$ cat config.mk
export PLATFORM = sky130hd
export DESIGN_NAME = i2c_accel_target
export DESIGN_NICKNAME = d
export VERILOG_FILES = /design/src/rtl/i2c_accel_target.sv
export SDC_FILE = /design/constraint.sdc
export NUM_CORES = 1
export LEC_CHECK = 0
export CORE_MARGIN = 10
export CORE_UTILIZATION = 39
export DETAILED_ROUTE_END_ITERATION = 8
export GPL_ROUTABILITY_DRIVEN = 0
export PLACE_DENSITY = 0.64
export SLEW_MARGIN = 10
export SYNTH_ARGS = -nofsm -noshare
export SYNTH_HDL_FRONTEND = slang
export SYNTH_SLANG_ARGS = --single-unit
$ cat constraint.sdc
create_clock -name CLOCK_50 -period 3 [get_ports CLOCK_50]
set_clock_uncertainty 0.2 [all_clocks]
set_input_delay 0.3 -clock CLOCK_50 [delete_from_list [all_inputs] [get_ports CLOCK_50]]
set_output_delay 0.3 -clock CLOCK_50 [all_outputs]
set_load 0.01 [all_outputs]
$ cat src/rtl/i2c_accel_target.sv
// I2C target emulating an ADXL345 register map (64x8 regfile, live DATAX0..DATAZ1).
// Optional `I2C_GLITCH_FILTER_EN adds a FILTER_LEN-cycle stability filter on SCL/SDA.
module i2c_accel_target #(
  parameter logic [6:0]  DEV_ADDR   = 7'h53,
  parameter logic [7:0]  DEVID_VAL  = 8'hE5,
  parameter int unsigned FILTER_LEN = 4
) (
  input  logic        CLOCK_50,
  input  logic        reset,
  input  logic        scl_in,
  input  logic        sda_in,
  output logic        sda_oe,
  input  logic [15:0] data_x,
  input  logic [15:0] data_y,
  input  logic [15:0] data_z,
  output logic        reg_wr,
  output logic [5:0]  reg_wr_addr,
  output logic [7:0]  reg_wr_data,
  output logic        busy,
  output logic [3:0]  state_dbg
);

  typedef enum logic [3:0] {
    IDLE      = 4'd0,
    ADDR      = 4'd1,
    ADDR_ACK  = 4'd2,
    REG       = 4'd3,
    REG_ACK   = 4'd4,
    WDATA     = 4'd5,
    WDATA_ACK = 4'd6,
    RDATA     = 4'd7,
    MACK      = 4'd8,
    IGNORE    = 4'd9
  } state_t;

  state_t      state, state_n;
  logic [1:0]  scl_sync, sda_sync;
  logic        scl_f, sda_f, scl_p, sda_p;
  logic        scl_rise, scl_fall, start_det, stop_det;
  logic [6:0]  shift_r;
  logic [7:0]  rx_byte, rd_byte;
  logic [2:0]  bit_cnt;
  logic        rw, byte_done, oe_next, ptr_ro;
  logic [5:0]  pointer;
  logic [47:0] snap;
  logic [7:0]  regfile [64];

  // Bus lines reset high so releasing reset never looks like a START.
  always_ff @(posedge CLOCK_50) begin
    if (reset) begin
      scl_sync <= '1;
      sda_sync <= '1;
    end else begin
      scl_sync <= {scl_sync[0], scl_in};
      sda_sync <= {sda_sync[0], sda_in};
    end
  end

`ifdef I2C_GLITCH_FILTER_EN
  localparam int unsigned CW = $clog2(FILTER_LEN + 1);
  logic [CW-1:0] scl_cnt, sda_cnt;

  always_ff @(posedge CLOCK_50) begin
    if (reset) begin
      scl_f   <= 1'b1;
      sda_f   <= 1'b1;
      scl_cnt <= '0;
      sda_cnt <= '0;
    end else begin
      if (scl_sync[1] == scl_f) scl_cnt <= '0;
      else if (scl_cnt == CW'(FILTER_LEN - 1)) begin
        scl_f   <= scl_sync[1];
        scl_cnt <= '0;
      end else scl_cnt <= scl_cnt + CW'(1);
      if (sda_sync[1] == sda_f) sda_cnt <= '0;
      else if (sda_cnt == CW'(FILTER_LEN - 1)) begin
        sda_f   <= sda_sync[1];
        sda_cnt <= '0;
      end else sda_cnt <= sda_cnt + CW'(1);
    end
  end
`else
  assign scl_f = scl_sync[1];
  assign sda_f = sda_sync[1];
`endif

  always_ff @(posedge CLOCK_50) begin
    if (reset) begin
      scl_p <= 1'b1;
      sda_p <= 1'b1;
    end else begin
      scl_p <= scl_f;
      sda_p <= sda_f;
    end
  end

  assign scl_rise  = scl_f & ~scl_p;
  assign scl_fall  = ~scl_f & scl_p;
  assign start_det = scl_f & scl_p & sda_p & ~sda_f;
  assign stop_det  = scl_f & scl_p & ~sda_p & sda_f;
  assign rx_byte   = {shift_r, sda_f};
  assign byte_done = scl_rise & (bit_cnt == 3'd7);
  assign ptr_ro    = (pointer == 6'h00) || (pointer >= 6'h32 && pointer <= 6'h37);

  always_comb begin
    rd_byte = regfile[pointer];
    case (pointer)
      6'h00:   rd_byte = DEVID_VAL;
      6'h32:   rd_byte = snap[7:0];
      6'h33:   rd_byte = snap[15:8];
      6'h34:   rd_byte = snap[23:16];
      6'h35:   rd_byte = snap[31:24];
      6'h36:   rd_byte = snap[39:32];
      6'h37:   rd_byte = snap[47:40];
      default: ;
    endcase
  end

  always_ff @(posedge CLOCK_50) begin
    if (reset) state <= IDLE;
    else       state <= state_n;
  end

  always_comb begin
    state_n = state;
    if (start_det)     state_n = ADDR;
    else if (stop_det) state_n = IDLE;
    else if (scl_rise) begin
      case (state)
        ADDR:      if (byte_done) state_n = (rx_byte[7:1] == DEV_ADDR) ? ADDR_ACK : IGNORE;
        ADDR_ACK:  state_n = rw ? RDATA : REG;
        REG:       if (byte_done) state_n = REG_ACK;
        REG_ACK:   state_n = WDATA;
        WDATA:     if (byte_done) state_n = WDATA_ACK;
        WDATA_ACK: state_n = WDATA;
        RDATA:     if (byte_done) state_n = MACK;
        MACK:      state_n = sda_f ? IGNORE : RDATA;
        default:   ;
      endcase
    end
  end

  // Value sda_oe takes at the next SCL fall; ACK states pull low for the 9th bit.
  always_comb begin
    oe_next   = 1'b0;
    state_dbg = state;
    case (state)
      ADDR_ACK, REG_ACK, WDATA_ACK: oe_next = 1'b1;
      RDATA:   oe_next = ~rd_byte[3'd7 - bit_cnt];
      default: ;
    endcase
  end

  always_ff @(posedge CLOCK_50) begin
    if (reset) begin
      sda_oe      <= 1'b0;
      reg_wr      <= 1'b0;
      reg_wr_addr <= '0;
      reg_wr_data <= '0;
      busy        <= 1'b0;
      shift_r     <= '0;
      bit_cnt     <= '0;
      rw          <= 1'b0;
      pointer     <= '0;
      snap        <= '0;
      regfile     <= '{default: '0};
    end else begin
      reg_wr <= 1'b0;
      if (start_det || stop_det) begin
        sda_oe  <= 1'b0;
        bit_cnt <= '0;
        busy    <= 1'b0;
      end else begin
        if (scl_fall) sda_oe <= oe_next;
        if (scl_rise) begin
          case (state)
            ADDR, REG, WDATA, RDATA: begin
              shift_r <= rx_byte[6:0];
              bit_cnt <= bit_cnt + 3'd1;
            end
            default: bit_cnt <= '0;
          endcase
        end
        if (byte_done) begin
          case (state)
            ADDR: begin
              rw <= rx_byte[0];
              if (rx_byte[7:1] == DEV_ADDR) busy <= 1'b1;
            end
            REG: pointer <= rx_byte[5:0];
            WDATA: begin
              if (!ptr_ro) begin
                regfile[pointer] <= rx_byte;
                reg_wr           <= 1'b1;
                reg_wr_addr      <= pointer;
                reg_wr_data      <= rx_byte;
              end
              pointer <= pointer + 6'd1;
            end
            default: ;
          endcase
        end
        if (scl_rise && state == ADDR_ACK && rw) snap <= {data_z, data_y, data_x};
        if (scl_rise && state == MACK && !sda_f) pointer <= pointer + 6'd1;
      end
    end
  end

endmodule

==> results.md <==
- DRC: 0
- Clock latency on the worst-skew pair: 0.61 ns
- Max_cap viols: 0
- First-pass GRT wire length: 141 mm
- Hold path endpoint: snap[6]
- Antenna violations before repair: 0
- Warnings from Yosys: 0
- Max VDD drop: 0.409 mV
- Drt pass-1 iters: 8
- CP Data Arrival Time: 3.48 ns
- Final setup violation count: 1
- Input/output buffers: 72
- Register area: 12100 sq um
- Final Hold Fails: 0
- Hpwl dp: 61.6 mm
- Die W: 277 um
- GRT overflow: 0
- Worst slew margin: 30.4%
- Clk pin slew, worst setup/hold paths: 0.06 ns
- Area grow syn2layout: 20.8%
- Total CTS buffers: 66
- Yosys cell types: 79
- Crit Reg-Reg Startpoint: pointer[2]
- Worst reg2reg path endpoint: sda_oe
- Post-synthesis average cell area: 8.12 sq um
- Core area: 65700 sq um
- Largest net degree at the start of global routing: 101
- Die boundary height: 277 um
- H-tree levels: 3
- Final wirelength: 93.4 mm
- Share of cells above drive strength 1: 14.7%
- Max-slew violations: 0
- Initial Util: 39.3%
- RSZ-0062 raised after global routing: true
- Failing checks: negative setup slack
- Final Worst Setup Slack: -0.136 ns
- Area of the multi-input gates: 12900 sq um
- Tightest Pin Transition: 1.04 ns
- Crit-path max FO: 8
- Status: finished with violations
- Worst setup SP type: flop
- Rows: 94
- DR vias/cell: 5.75
- WL/cell: 22.1 um
- Final hold slack: 0.0413 ns
- Vias in the first global route: 22600
- Reg2Reg Depth: 10
- Synth Net Count: 3240
- Via Count: 24300
- Final period utilization: 105%
- Die area: 76900 sq um
- CP required: 3.34 ns
- Final nets: 3375
- Minimum clock period: 3.14 ns
- Hold Startpoint: data_x[6]
- Starting DRC count in detailed routing: 3346
- Crit path capture type: flop
- Pwr dens: 523 nW/um^2
- Syn Inst Count: 3182
- Ports: 73
- Synth Cell Area: 25800 sq um
- R2R setup slack: -0.14 ns
- CTS Sinks: 604
- Hold crit path type: in2reg
- Antenna cells: 0
- Gr usage total: 23.2%
- Yosys reg bits: 604
- Post-synthesis sequential area ratio: 46.8%
- EDFF count, synth: 0
- Achievable clock frequency: 0.319 GHz
- Root cell of the clock tree: clkbuf_16
- CTS tree: yes
- Top_reg_cell synth: dfxtp_1
- Antenna Nets Post-Route: 0
- Fill cell count: 6258
- Fin Setup TNS: -0.136 ns
- Leak: 10.1 nW
- Clk buf depth: 3
- Async SR Flop Fraction: 0%
- Hold path depth: 3
- Critical path class: reg2reg
-- per-layer routing --
metal  share of wire [%]  GRT usage (%)
met1                  42           31.2
met2                  45           35.7
met3                 8.9           4.11
met4                 4.3           10.5
met5                   0              0
-- cells in the final DEF, fill, tap and decap left out, types with 17 or more instances in the layout --
cell type,n
clkdlybuf4s50_1,71
nand2_1,969
nand2_2,21
buf_4,196
mux4_2,27
buf_12,35
nor2b_1,62
a221oi_1,37
dfxtp_1,591
clkbuf_16,70
nor2_4,26
nand3_1,19
clkbuf_8,17
mux2_2,35
a21oi_1,487
a31oi_1,22
o21ai_0,52
mux2i_1,128
nor2_1,162
a22oi_1,82
-- sequential cells by signal (all words and copies together) (netlist names) --
signal	count
sda_p	1
reg_wr	1
scl_p	1
sda_oe	1
rw	1
scl_sync	2
snap	48
busy	1
reg_wr_addr	6
bit_cnt	3
sda_sync	2
regfile	512
state_dbg	4
pointer	6
reg_wr_data	8
shift_r	7
-- critical path: stages (launching register included) --
cell	delay, ns
dfxtp_4	0.42
buf_4	0.15
buf_12	0.13
mux2_2	0.33
a221o_1	0.32
a222oi_1	0.61
o221a_2	0.31
a31oi_1	0.11
o221ai_2	0.22
a31oi_1	0.14
nor3_2	0.13
-- cell families (layout without fill, tap and decap cells) --
group / Yosys count / count (layout) / share of synthesized area (%)
AO/OA/AOI/OAI: 784 / 784 / 18.1
AND/OR/NAND/NOR: 1343 / 1343 / 21.4
flip-flops: 604 / 604 / 46.8
XOR/XNOR: 3 / 3 / 0.102
buffers and inverters: 247 / 426 / 4.14
multiplexers: 195 / 195 / 9.07
adder cells (fa/ha/maj): 6 / 6 / 0.291
-- area by class of cell --
type | instances | share of cell area, %
clock buffers | 100 | 6.52
clock inverters | 12 | 0.241
inverters | 8 | 0.0962
multi-input cells | 2331 | 41.5
flip-flops and latches | 604 | 38.8
well taps | 864 | 3.46
repair buffers | 306 | 9.40
-- synthesized netlist by cell type (8+ instances only) --
| cell type | n | area share (%) |
|---|---|---|
| mux2_2 | 35 | 1.5 |
| buf_2 | 39 | 0.76 |
| clkbuf_1 | 173 | 2.5 |
| buf_1 | 11 | 0.16 |
| and2_1 | 8 | 0.19 |
| nand2_1 | 992 | 14 |
| a221oi_1 | 38 | 1.3 |
| a221o_1 | 13 | 0.50 |
| o21ai_0 | 52 | 1.0 |
| dfxtp_1 | 604 | 47 |
| a311oi_1 | 8 | 0.27 |
| a31oi_1 | 22 | 0.53 |
| mux4_2 | 27 | 2.4 |
| nand3_1 | 19 | 0.37 |
| mux2i_1 | 129 | 5.0 |
| nor3_1 | 14 | 0.27 |
| a222oi_1 | 13 | 0.50 |
| a22o_1 | 12 | 0.41 |
| a22oi_1 | 82 | 2.4 |
| nor2_1 | 185 | 2.7 |
| buf_6 | 9 | 0.39 |
| nor2b_1 | 62 | 1.5 |
| a21oi_1 | 487 | 9.4 |
-- worst max-delay path by stage --
stage / to / depth (start not counted) / startpoint
6_report: sda_oe / 10 / pointer[2]
3_5_place_dp: sda_oe / 11 / pointer[1]
3_3_place_gp: sda_oe / 11 / pointer[1]
4_1_cts: sda_oe / 11 / pointer[2]
2_1_floorplan: sda_oe / 15 / pointer[1]
5_1_grt: sda_oe / 11 / pointer[1]
-- stage by stage --
step           cell area, sq um  total power [W]  worst slack [ns]  utilization [%]  instances
2_1_floorplan             26100          0.00834           -0.0347                -       3182
3_3_place_gp              29000          0.00847           -0.0853             44.1       4109
3_5_place_dp              29000          0.00847            -0.150             44.1       4109
4_1_cts                   31200           0.0164           -0.0290             47.4       4225
5_1_grt                   31200           0.0167            -0.193             47.5       4225
6_report                  31200           0.0163            -0.136             47.5       4225
-- timing repair --
action / 4_1_cts / 5_1_grt
setup endpoints to repair: 1 / 151
setup buffers: 3 / 0
hold buffers: 1 / 0
endpoints found under the hold margin: 56 / 0
pin swaps: 3 / 1
gates resized for setup: 7 / 9
-- power by group --
group          internal, W  switching (W)  total, W  leakage (nW)
registers          0.00802     0.00000387   0.00803          4.87
logic            0.0000946       0.000178  0.000273          4.17
clock network      0.00467        0.00334   0.00801          1.05
total               0.0128        0.00352    0.0163          10.1
(Power assumes the default switching activity.)
